--- config.mk ---
export PLATFORM = sky130hd
export DESIGN_NAME = btn_step_ctrl
export DESIGN_NICKNAME = d
export VERILOG_FILES = /design/src/rtl/btn_step_pkg.sv /design/src/rtl/btn_step_channel.sv /design/src/rtl/btn_step_ctrl.sv
export SDC_FILE = /design/constraint.sdc
export NUM_CORES = 1
export LEC_CHECK = 0
export BUFFER_PORTS_ARGS = -buffer_cell sky130_fd_sc_hd__buf_2
export CORE_ASPECT_RATIO = 0.9
export CORE_MARGIN = 5
export CORE_UTILIZATION = 56
export CTS_CLUSTER_SIZE = 14
export DETAILED_ROUTE_END_ITERATION = 8
export PLACE_DENSITY_LB_ADDON = 0.05
export SETUP_SLACK_MARGIN = 0.4
export SYNTH_ARGS = -nofsm -noshare
export SYNTH_HDL_FRONTEND = slang
export SYNTH_HIERARCHICAL = 1
export SYNTH_SLANG_ARGS = --single-unit
export TNS_END_PERCENT = 100
--- constraint.sdc ---
create_clock -name clk -period 3.5 [get_ports clk]
set_clock_uncertainty 0.15 [all_clocks]
set_input_delay 0.35 -clock clk [delete_from_list [all_inputs] [get_ports clk]]
set_output_delay 0.35 -clock clk [all_outputs]
set_load 0.02 [all_outputs]
--- src/rtl/btn_step_pkg.sv ---
// Shared types and constants for the btn_step_ctrl push-button conditioner.
package btn_step_pkg;

  typedef enum logic [1:0] {
    IDLE   = 2'd0,
    HOLD   = 2'd1,
    REPEAT = 2'd2,
    LOCK   = 2'd3
  } step_state_t;

  // Default timing for a 12 MHz clock: 20 ms debounce, 0.5 s repeat delay, 100 ms rate.
  localparam int DEF_DEBOUNCE_CYCLES = 240000;
  localparam int DEF_REPEAT_DELAY    = 6000000;
  localparam int DEF_REPEAT_RATE     = 1200000;

  function automatic int cnt_w(input int a, input int b, input int c);
    int m;
    m = a;
    if (b > m) m = b;
    if (c > m) m = c;
    return $clog2(m) + 1;
  endfunction

  localparam int DEF_CNT_W = cnt_w(DEF_DEBOUNCE_CYCLES, DEF_REPEAT_DELAY, DEF_REPEAT_RATE);

endpackage

--- src/rtl/btn_step_channel.sv ---
// One button channel: 2-flop sync, debounce, step FSM, combinational pulse request.
// AUTO_REPEAT_EN adds the hold counter and REPEAT state.
module btn_step_channel
  import btn_step_pkg::*;
#(
  parameter int DEBOUNCE_CYCLES = DEF_DEBOUNCE_CYCLES,
  parameter int REPEAT_DELAY    = DEF_REPEAT_DELAY,
  parameter int REPEAT_RATE     = DEF_REPEAT_RATE
) (
  input  logic clk,
  input  logic rst,
  input  logic btn,
  input  logic lock,
  output logic stable,
  output logic pulse_req
);

  localparam int CW = cnt_w(DEBOUNCE_CYCLES, REPEAT_DELAY, REPEAT_RATE);
  localparam logic [CW-1:0] DB_LAST = CW'(DEBOUNCE_CYCLES - 1);

  logic          s1, s2;
  logic [CW-1:0] db_cnt;
  step_state_t   st, st_nxt;

  always_ff @(posedge clk or posedge rst) begin
    if (rst) begin
      s1     <= 1'b0;
      s2     <= 1'b0;
      stable <= 1'b0;
      db_cnt <= '0;
      st     <= IDLE;
    end else begin
      s1 <= btn;
      s2 <= s1;
      if (s2 == stable) begin
        db_cnt <= '0;
      end else if (db_cnt == DB_LAST) begin
        stable <= s2;
        db_cnt <= '0;
      end else begin
        db_cnt <= db_cnt + CW'(1);
      end
      st <= st_nxt;
    end
  end

`ifdef AUTO_REPEAT_EN
  localparam logic [CW-1:0] DLY_LAST  = CW'(REPEAT_DELAY - 1);
  localparam logic [CW-1:0] RATE_LAST = CW'(REPEAT_RATE - 1);

  logic [CW-1:0] hcnt, hcnt_nxt;

  always_ff @(posedge clk or posedge rst) begin
    if (rst) hcnt <= '0;
    else     hcnt <= hcnt_nxt;
  end
`endif

  // Lock and release take priority over any pending pulse.
  always_comb begin
    st_nxt    = st;
    pulse_req = 1'b0;
`ifdef AUTO_REPEAT_EN
    hcnt_nxt  = '0;
`endif
    case (st)
      IDLE: begin
        if (lock) begin
          st_nxt = LOCK;
        end else if (stable) begin
          pulse_req = 1'b1;
          st_nxt    = HOLD;
        end
      end
      HOLD: begin
        if (lock)         st_nxt = LOCK;
        else if (!stable) st_nxt = IDLE;
`ifdef AUTO_REPEAT_EN
        else if (hcnt == DLY_LAST) begin
          pulse_req = 1'b1;
          st_nxt    = REPEAT;
        end else begin
          hcnt_nxt = hcnt + CW'(1);
        end
`endif
      end
`ifdef AUTO_REPEAT_EN
      REPEAT: begin
        if (lock)         st_nxt = LOCK;
        else if (!stable) st_nxt = IDLE;
        else if (hcnt == RATE_LAST) begin
          pulse_req = 1'b1;
        end else begin
          hcnt_nxt = hcnt + CW'(1);
        end
      end
`endif
      LOCK: begin
        if (!lock) st_nxt = IDLE;
      end
      default: st_nxt = IDLE;
    endcase
  end

endmodule

--- src/rtl/btn_step_ctrl.sv ---
// Two-button step-pulse generator for adjustable_pwm: two channels, LOCK arbitration,
// registered mutually exclusive outputs. Optional hold-to-repeat via AUTO_REPEAT_EN.
module btn_step_ctrl
  import btn_step_pkg::*;
#(
  parameter int DEBOUNCE_CYCLES = DEF_DEBOUNCE_CYCLES,
  parameter int REPEAT_DELAY    = DEF_REPEAT_DELAY,
  parameter int REPEAT_RATE     = DEF_REPEAT_RATE
) (
  input  logic clk,
  input  logic rst,
  input  logic i_btn_up,
  input  logic i_btn_down,
  output logic o_cycle_up,
  output logic o_cycle_down
);

  logic [1:0] btn, stable, req;
  logic       lock_q, lock;

  assign btn  = {i_btn_down, i_btn_up};
  // Lock asserts as soon as both are held and releases only once both are released.
  assign lock = (&stable) | lock_q;

  btn_step_channel #(
    .DEBOUNCE_CYCLES(DEBOUNCE_CYCLES),
    .REPEAT_DELAY   (REPEAT_DELAY),
    .REPEAT_RATE    (REPEAT_RATE)
  ) u_ch [1:0] (
    .clk      (clk),
    .rst      (rst),
    .btn      (btn),
    .lock     (lock),
    .stable   (stable),
    .pulse_req(req)
  );

  always_ff @(posedge clk or posedge rst) begin
    if (rst) begin
      lock_q       <= 1'b0;
      o_cycle_up   <= 1'b0;
      o_cycle_down <= 1'b0;
    end else begin
      if (&stable)       lock_q <= 1'b1;
      else if (~|stable) lock_q <= 1'b0;
      o_cycle_up   <= req[0] & ~req[1];
      o_cycle_down <= req[1] & ~req[0];
    end
  end

endmodule

==> results.md, run 1 <==
* Outcome: complete, no violations
* Largest net degree at the start of global routing at 30
* Drt pass-1 iters at 5
* Data required time of the worst path at 3.57 ns
* Count leader, synth: dfrtp_1
* Register area share after synthesis at a little over half
* Worst IR Drop VDD at roughly 0.00032 V
* Core area at ~4900 um^2
* Buffer depth of the longest clock path at 2
* Vias per inst at a little under 6
* Initial antenna violation count at 0
* Top cell type's share of synthesized area at between 50% and 60%
* Final Non-Filler Cells at roughly 370
* Slew headroom at between 20 and 30%
* Syn avg cell area at 9.98 um^2
* HP Class: register to register
* PortBufs at 5
* Clk_lat worst skew at between 0.3 and 0.4 ns
* Layout area overhead at 9.96%
* Slew Limit Fails at 0
* Sinks on the clock net at 61
* Via Count at 2147
* Initial Utilization at between 50% and 60%
* Total Wirelength at around 5200 um
* Crit end category: register
* Vias in the first global route at a little over 2k
* Final hold vios at 0
* Synth warn at 6
* Top Ports at 6
* Max Cap Violations at 0
* Mux contribution to synthesized area at approximately 1.3%
* First-pass GRT wire length at around 9300 um
* EDFF count, synth at 0
* Setup Buffers After CTS at 0
* R2R depth at 6
* Fmax at roughly 0.45 GHz
* Routed len/inst at approximately 14 um
* Cell count after synthesis at slightly below 300
* Yosys reg bits at 61
* Synth async-reset ratio at 100%
* Cts bufs inserted at 9
* Unrepaired setup endpoints after global routing: no
* Worst R2R Start: u_ch[0]/db_cnt[0]
* Chip Width at 85.9 um
* Synth area leaders: dfrtp_1 53%, nor2_1 4.7%, xnor2_1 4.2%
* Final Wtd Congestion at approximately 0.77
* Most frequent cells after synthesis: 61 x dfrtp_1, 36 x nor2_1, 22 x nand3_1
* Total Neg Setup Slack at 0 ns
* Antenna Nets Post-Route at 0
* Row count at 24
* Period minus WS final at 2.24 ns
* Post-Synth Adder-Cell Area at 1.29%
* Total power draw at around 1300 uW
* Reg2reg setup slack at roughly 1.3 ns
* Slew @ Worst Pin at 1.08 ns
* Post-Synth XOR/XNOR Area at under 10%
* Total track usage at ~18%
* Root Buffer Master: clkbuf_8
* Hold path startpoint: u_ch[1]/s1
* # hold bufs at CTS at 3
* Detailed Place HPWL at 3560 um
* Grt total ovfl at 0
* CP startpoint kind: register
* Final net count at about 310
* Critical path fanouts, max at 14
* Largest family of logic cells by synthesized area: simple AND/OR/NAND/NOR gates
* DRC at 0
* Antenna Diode Count at 0
* Hold path cells at 0
* Reg2Reg Capture Point: u_ch[0]/db_cnt[11]
* Final setup vio count at 0
* Static Leak at ~0.0014 uW
* Crit Path Category: register to register
* Die area at about 6700 um^2
* Simple-gate area share of the yosys netlist at 25.5%
* Die Y at just under 80 um
* Critical Path AT at 2.31 ns
* Post-CTS resize count at 0
* Yosys cell types at 34
* Mapped cell area at around 2900 um^2
* Placed cells at roughly 350
* CTS tree: done
* Yosys top cell by area: dfrtp_1
* CTS H-tree lvls at 3
* Clock Pin Slew Worst Setup and Hold Paths at 0.07 ns
* Initial DRC Count at 91
* Layout cells sized above 1 at 10.5%
* Pwr per Cell Area at around 410 nW/um^2
* Final period utilization at between 60 and 70%
* Hold endpoint: u_ch[1]/s2
* Synth Area in Compound Gates at around 8.1%
* Syn nets at between 200 and 300
* Top FF cell, synth: dfrtp_1
-- routing by layer --
metal  vias up  wire, um  GRT usage, %
met3         4       339          5.03
met4         0        46          7.12
met2        53      2140          24.3
met1      1028      2700          25.8
met5         -         0             0
li1       1062         -             -
-- stage by stage --
step | hold slack (ns) | util, % | setup slack [ns] | cell area [um^2]
floorplan | -0.0464 | - | 1.49 | 2900
global placement | 0.0862 | 60.6 | 1.33 | 2980
detailed placement | 0.0902 | 60.6 | 1.27 | 2980
CTS | 0.196 | 64.8 | 1.26 | 3190
global route | 0.211 | 64.8 | 1.09 | 3190
finish | 0.192 | 64.8 | 1.26 | 3190
-- report_power, final --
| group | switching, uW | internal [uW] |
|---|---|---|
| Sequential | 7.82 | 713 |
| Clock | 252 | 311 |
| Combinational | 28.4 | 11.8 |
| Total | 288 | 1040 |
-- area by class of cell --
cell class	count	area (um^2)
well taps	65	81.3
multi-input cells	209	1290
clock inverters	1	5.00
repair buffers	10	70.1
flip-flops and latches	61	1530
clock buffers	14	173
fillers	405	1730
inverters	11	41.3
-- logic make-up after synthesis --
logic type / after synthesis
AOI/OAI and AO/OA: 42
xor gates and xnor gates: 28
adders and majority gates: 3
buffers and inverters: 21
DFF: 61
muxes: 3
and+or+nand+nor: 133
-- worst max-delay path: stages (launching register included) --
cell and delay (ns):
dfrtp_1 0.41, ha_1 0.25, and3_1 0.27, nand4_1 0.14, o21bai_1 0.54, buf_4 0.32
nor2_1 0.07
-- sequential cells by signal (all words and copies together), names as in the netlist --
signal        count
o_cycle_down      1
o_cycle_up        1
u_ch/stable       2
u_ch/db_cnt      48
lock_q            1
u_ch/s2           2
u_ch/st           4
u_ch/s1           2
-- cells in the final DEF (no fill, tap or decap), types with 3 or more instances in the layout --
| cell type | count |
|---|---|
| nand4_1 | 12 |
| nor4_1 | 4 |
| inv_1 | 11 |
| or3_1 | 14 |
| ha_1 | 3 |
| nand3_1 | 22 |
| o21ai_0 | 14 |
| nor2_1 | 36 |
| nor3_1 | 4 |
| dfrtp_1 | 61 |
| dlygate4sd3_1 | 3 |
| and3_1 | 6 |
| xor2_1 | 14 |
| nand2_1 | 10 |
| or4_1 | 6 |
| o31ai_1 | 4 |
| buf_2 | 5 |
| clkbuf_8 | 12 |
| xnor2_1 | 14 |
| a21oi_1 | 18 |
-- how the worst max path moves through the flow --
stage	cells after the start	endpoint	slack [ns]	start
floorplan	6	u_ch[0]/db_cnt[16]	1.49	u_ch[0]/db_cnt[0]
global placement	5	u_ch[1]/db_cnt[22]	1.33	u_ch[1]/db_cnt[0]
detailed placement	6	u_ch[0]/db_cnt[11]	1.27	u_ch[0]/db_cnt[0]
CTS	5	u_ch[1]/db_cnt[20]	1.26	u_ch[1]/db_cnt[0]
global route	6	u_ch[0]/db_cnt[20]	1.09	u_ch[0]/db_cnt[0]
finish	6	u_ch[0]/db_cnt[11]	1.26	u_ch[0]/db_cnt[0]
Power figures use the tool's default switching activity.
==> run 2, diff against run 1 <==
- clock period: 3.5 -> 2.05 ns (I/O delays scaled with it)
==> results.md, run 2 (synthesis gave the netlist of run 1 again) <==
* Outcome: complete, no violations
* Sinks on the clock net at a little over 60
* Antenna Nets Post-Route at 0
* Critical path, cell by cell: ha_4, nand3_4, or4_4, or3_4, a21oi_2
* Final period utilization at a little over nine tenths
* Crit end category: register
* Layout cells sized above 1 at between 40 and 50%
* Drt pass-1 iters at 5
* Final hold vios at 0
* GR Layer Usage met1 at about a third
* CTS H-tree lvls at 3
* Vias in the first global route at approximately 2.5k
* R2R depth at 5
* CP startpoint kind: register
* Initial Utilization at just under 60%
* Total Wirelength at ~8500 um
* Die Y at 78.3 um
* Max reg flops at 48
* Critical-path top delay cell: or4_4
* Via Count at 2712
* First-pass GRT wire length at ~12000 um
* DRC at 0
* GR Layer Usage met3 at between 5 and 6%
* Layout area overhead at 43.0%
* Met2 usage at between 30% and 40%
* Sw power at approximately 560 uW
* Biggest regs: u_ch/db_cnt x48, u_ch/st x4
* Clock Pin Slew Worst Setup and Hold Paths at approximately 0.070 ns
* Final setup vio count at 0
* Core area at about 5000 um^2
* Placed cells at between 300 and 400
* Max incr delay on CP at a little under 0.6 ns
* PortBufs at 5
* Fmax at between 0.4 and 0.5 GHz
* Die area at 6730 um^2
* Reg power frac at between 50% and 60%
* CTS tree: done
* Largest net degree at the start of global routing at 30
* Grt peak-use layer: met2
* Critical path fanouts, max at 8
* Critical Path AT at ~2.1 ns
* Total power draw at about 2300 uW
* Data required time of the worst path at between 2 and 2.5 ns
* Combinational share of power at about 6.2%
* Root Buffer Master: clkbuf_8
* Chip Width at around 86 um
* Commonest non-fill, non-tap cells in the layout: 59 x buf_4, 57 x dfrtp_1, 23 x nor2_1
* Buffer depth of the longest clock path at 2
* Final net count at roughly 380
* Slew Limit Fails at 0
* Static Leak at between 0.0015 and 0.002 uW
* Total track usage at between 20% and 30%
* Cts bufs inserted at 9
* Worst R2R Start: u_ch[1]/db_cnt[0]
* Reg2reg setup slack at 0.02 ns
* Max Cap Violations at 0
* Detailed Place HPWL at 4200 um
* Routed len/inst at 19.3 um
* Top Ports at 6
* Worst slack at placement at ~0.016 ns
* Slew @ Worst Pin at 0.446 ns
* HP Class: input port to async pin
* Layout fillers at 243
* Unrepaired setup endpoints after global routing: yes
* Period minus WS final at around 2.0 ns
* Final Non-Filler Cells at between 400 and 500
* Grt total ovfl at 0
* Switching share of total power at about a quarter
* Commonest non-fill, non-tap cell in the layout: buf_4
* Internal power at approximately 1800 uW
* Worst IR Drop VDD at ~0.00057 V
* Clk network pwr share at 41.1%
* Initial antenna violation count at 0
* Worst setup margin at around 0.024 ns
* Final Wtd Congestion at between 0.8 and 0.9
* Largest Register: u_ch/db_cnt
* Antenna Diode Count at 0
* Slew headroom at between 60% and 70%
* Pwr per Cell Area at between 500 and 600 nW/um^2
* Clk_lat worst skew at approximately 0.34 ns
* Reg2Reg Capture Point: u_ch[1]/db_cnt[22]
* Vias per inst at 6.14
* Initial DRC Count at roughly 200
* Row count at 24
* Crit Path Category: register to register
==> run 2: cell types whose count changed in the layout (fill, tap and decap cells not counted), sizes merged <==
cell,delta
clkinvlp,+1
buf,+70
clkbuf,-2
clkinv,+2
==> run 2: worst max path at each step <==
| stage | start | to | slack [ns] | cells after the start |
|---|---|---|---|---|
| floorplan | u_ch[0]/db_cnt[7] | u_ch[0]/db_cnt[23] | 0.11 | 5 |
| global placement | u_ch[1]/db_cnt[0] | u_ch[1]/db_cnt[20] | 0.08 | 5 |
| detailed placement | u_ch[0]/db_cnt[0] | u_ch[0]/db_cnt[22] | 0.02 | 5 |
| CTS | u_ch[0]/db_cnt[1] | u_ch[0]/db_cnt[16] | 0.12 | 5 |
| global route | u_ch[1]/db_cnt[0] | u_ch[1]/db_cnt[22] | -0.003 | 5 |
| finish | u_ch[1]/db_cnt[0] | u_ch[1]/db_cnt[22] | 0.02 | 5 |
==> run 2: power by group through the flow <==
stage / clock, uW / sequential, uW / combinational, uW
finish: 964 / 1230 / 146
CTS: 976 / 1230 / 119
global placement: 0 / 1260 / 76.9
detailed placement: 0 / 1260 / 78.2
floorplan: 0 / 1250 / 55.2
global route: 1030 / 1230 / 159
==> run 2: layout make-up <==
class                   count  area, um^2  area share [%]
well taps                  65        81.3            1.96
multi-input cells         209        1660            40.1
flip-flops and latches     61        1530            36.9
inverters                  11        41.3           0.995
repair buffers             80         657            15.8
clock buffers              12         155            3.74
clock inverters             4        22.5           0.542
==> run 2: per-layer routing <==
| layer | vias to the layer above | routed length, um |
|---|---|---|
| met1 | 1330 | 3690 |
| li1 | 1205 | - |
| met3 | 44 | 523 |
| met5 | - | 0 |
| met2 | 133 | 4020 |
| met4 | 0 | 297 |
==> run 2: repair_timing <==
action | CTS | global route
hold buffers | 3 | 0
hold endpoints to repair | 63 | 0
cloned | 2 | 0
setup endpoints to repair | 48 | 48
resized for setup | 42 | 50
setup buffers | 23 | 16
pin swaps | 13 | 16
==> run 2: through the flow <==
stage | utilization, % | cell area (um^2) | setup TNS, ns | hold WS, ns
3_3_place_gp | 66.1 | 3260 | 0 | -0.0616
3_5_place_dp | 66.1 | 3260 | 0 | -0.0456
2_1_floorplan | - | 2990 | 0 | -0.191
5_1_grt | 84.3 | 4150 | -0.00306 | 0.155
4_1_cts | 77.3 | 3810 | 0 | 0.141
6_report | 84.3 | 4150 | 0 | 0.142
==> run 2: worst max-delay path, delay by kind of cell (launching register included) <==
| kind | cells | cell delay, ns |
|---|---|---|
| compound gates | 1 | 0.14 |
| fa+ha+maj | 1 | 0.20 |
| simple gates | 3 | 1.04 |
| flops | 1 | 0.43 |
==> run 3, diff against run 2 <==
- PLACE_DENSITY: default -> 0.76
- PLACE_DENSITY_LB_ADDON: 0.05 -> default
==> results.md, run 3 (synthesis gave the netlist of run 1 again) <==
* Outcome: complete, no violations
* Antenna Nets Post-Route at 0
* Root Buffer Master: clkbuf_8
* DRC at 0
* CTS H-tree lvls at 3
* Critical path's top delay family: simple AND/OR/NAND/NOR gates
* R2R depth at 5
* Row count at 24
* Slew headroom at ~74%
* Final hold vios at 0
* Crit path from: u_ch[0]/db_cnt[5]
* Final net count at roughly 380
* Pwr per Cell Area at about 620 nW/um^2
* Slew @ Worst Pin at about 0.39 ns
* Largest net degree at the start of global routing at 30
* Worst R2R Start: u_ch[0]/db_cnt[5]
* Static Leak at approximately 0.0018 uW
* Max incr delay on CP at between 0.5 and 0.6 ns
* CP endpoint: u_ch[0]/db_cnt[21]
* Max Cap Violations at 0
* Buffer depth of the longest clock path at 2
* Total power draw at 2610 uW
* Die area at around 6700 um^2
* Worst Path Buf+Inv at 1
* Largest Register: u_ch/db_cnt
* Die Y at 78.3 um
* Detailed Place HPWL at ~4000 um
* Clock Pin Slew Worst Setup and Hold Paths at 0.07 ns
* Placed cell area at 3260 um^2
* Vias per inst at around 6.4
* Core area at around 5000 um^2
* Reg2reg setup slack at about 0.032 ns
* Max reg flops at 48
* Antenna Diode Count at 0
* Crit Path Category: register to register
* Routed len/inst at 21.0 um
* Critical-path top delay cell: or4_4
* Total track usage at 23.9%
* Worst slack at placement at -0.00234 ns
* Number of cells on the critical path at 5
* Fmax at slightly below 0.5 GHz
* Initial Utilization at roughly 60%
* First-pass GRT wire length at approximately 12000 um
* Sinks on the clock net at 61
* Chip Width at around 86 um
* Worst setup margin at roughly 0.032 ns
* Data required time of the worst path at 2.17 ns
* Slew Limit Fails at 0
* Initial DRC Count at roughly 320
* Crit end category: register
* Design area at ~4200 um^2
* CTS tree: done
* Top Ports at 6
* Via Count at about 2.9k
* CP startpoint kind: register
* PortBufs at 5
* Vias in the first global route at approximately 2.6k
* Layout area overhead at 45.2%
* HP Class: input port to async pin
* Initial antenna violation count at 0
* Final period utilization at 98.4%
* Biggest regs: u_ch/db_cnt x48, u_ch/st x4
* Final setup vio count at 0
* Worst IR Drop VDD at 0.000577 V
* Reg2Reg Capture Point: u_ch[0]/db_cnt[21]
* Unrepaired setup endpoints after global routing: yes
* Critical path, cell by cell: nand4_1, or4_4, buf_6, or3_1, a21oi_1
* Layout cells sized above 1 at 44.5%
* Period minus WS final at between 2 and 2.5 ns
* Drt pass-1 iters at 6
* Clk_lat worst skew at 0.35 ns
* Commonest non-fill, non-tap cells in the layout: 58 x dfrtp_1, 54 x buf_4, 24 x nor2_1
* Critical Path AT at approximately 2.1 ns
* Commonest non-fill, non-tap cell in the layout: dfrtp_1
* Grt total ovfl at 0
* Critical path fanouts, max at 7
* Total Wirelength at a little over 9000 um
* Cts bufs inserted at 9
* Final Wtd Congestion at 0.828
run 3: cell types whose count changed in the layout (fill, tap and decap cells not counted), moves of 2 or more:
cell	previous run	this run
buf_6	11	21
nor2_4	8	1
nor2_2	5	11
buf_4	59	54
a21oi_1	3	6
a21oi_2	15	12
clkinv_2	3	0
bufinv_16	0	2
nand4_2	0	2
nand4_4	2	0
nor4_1	4	2
or4_4	6	8
run 3: routing by layer:
metal | GRT usage [%] | part of all wire [%] | up-vias | wire, um
li1 | - | - | 1205 | -
met1 | 32.1 | 39 | 1389 | 3670
met5 | 0 | 0 | - | 0
met3 | 7.02 | 9.8 | 56 | 915
met2 | 37.1 | 46 | 205 | 4300
met4 | 7.91 | 4.9 | 0 | 461
run 3: worst min-delay path by stage:
stage,start,end,depth (start not counted)
global placement,rst,lock_q,2
finish,rst,lock_q,3
CTS,rst,o_cycle_up,3
global route,rst,o_cycle_up,3
detailed placement,rst,o_cycle_up,2
floorplan,rst,lock_q,1
run 3: layout make-up:
cell class | count | area (um^2)
Inverter | 11 | 41.3
Tap cell | 65 | 81.3
Clock buffer | 13 | 159
Clock inverter | 3 | 67.6
Fill cell | 229 | 711
Sequential cell | 61 | 1530
Timing Repair Buffer | 83 | 697
Multi-Input combinational cell | 209 | 1640
run 3: per-stage QoR:
stage               cells  setup TNS (ns)  hold slack, ns  utilization [%]
finish                445               0           0.124             85.6
detailed placement    383        -0.00234         -0.0490             66.3
global placement      383               0         -0.0635             66.3
global route          445        -0.00873           0.136             85.6
CTS                   432               0           0.124             79.3
floorplan             291               0          -0.191                -
run 3: what timing repair did:
| action | CTS | global route |
|---|---|---|
| gates cloned | 3 | 0 |
| buffers inserted | 27 | 13 |
| endpoints found under the hold margin | 63 | 0 |
| hold buffers | 3 | 0 |
| setup endpoints to repair | 48 | 48 |
| pin swaps | 22 | 19 |
| resized for setup | 44 | 48 |
run 3: power by group:
group,switching [uW],internal [uW]
combinational,82.8,65.8
sequential,14.5,1220
clock,476,752
total,574,2040
run 3: worst register-to-register path, cell delays in order (launching register included):
cell	delay, ns
dfrtp_1	0.41
nand4_1	0.20
or4_4	0.55
buf_6	0.15
or3_1	0.32
a21oi_1	0.16
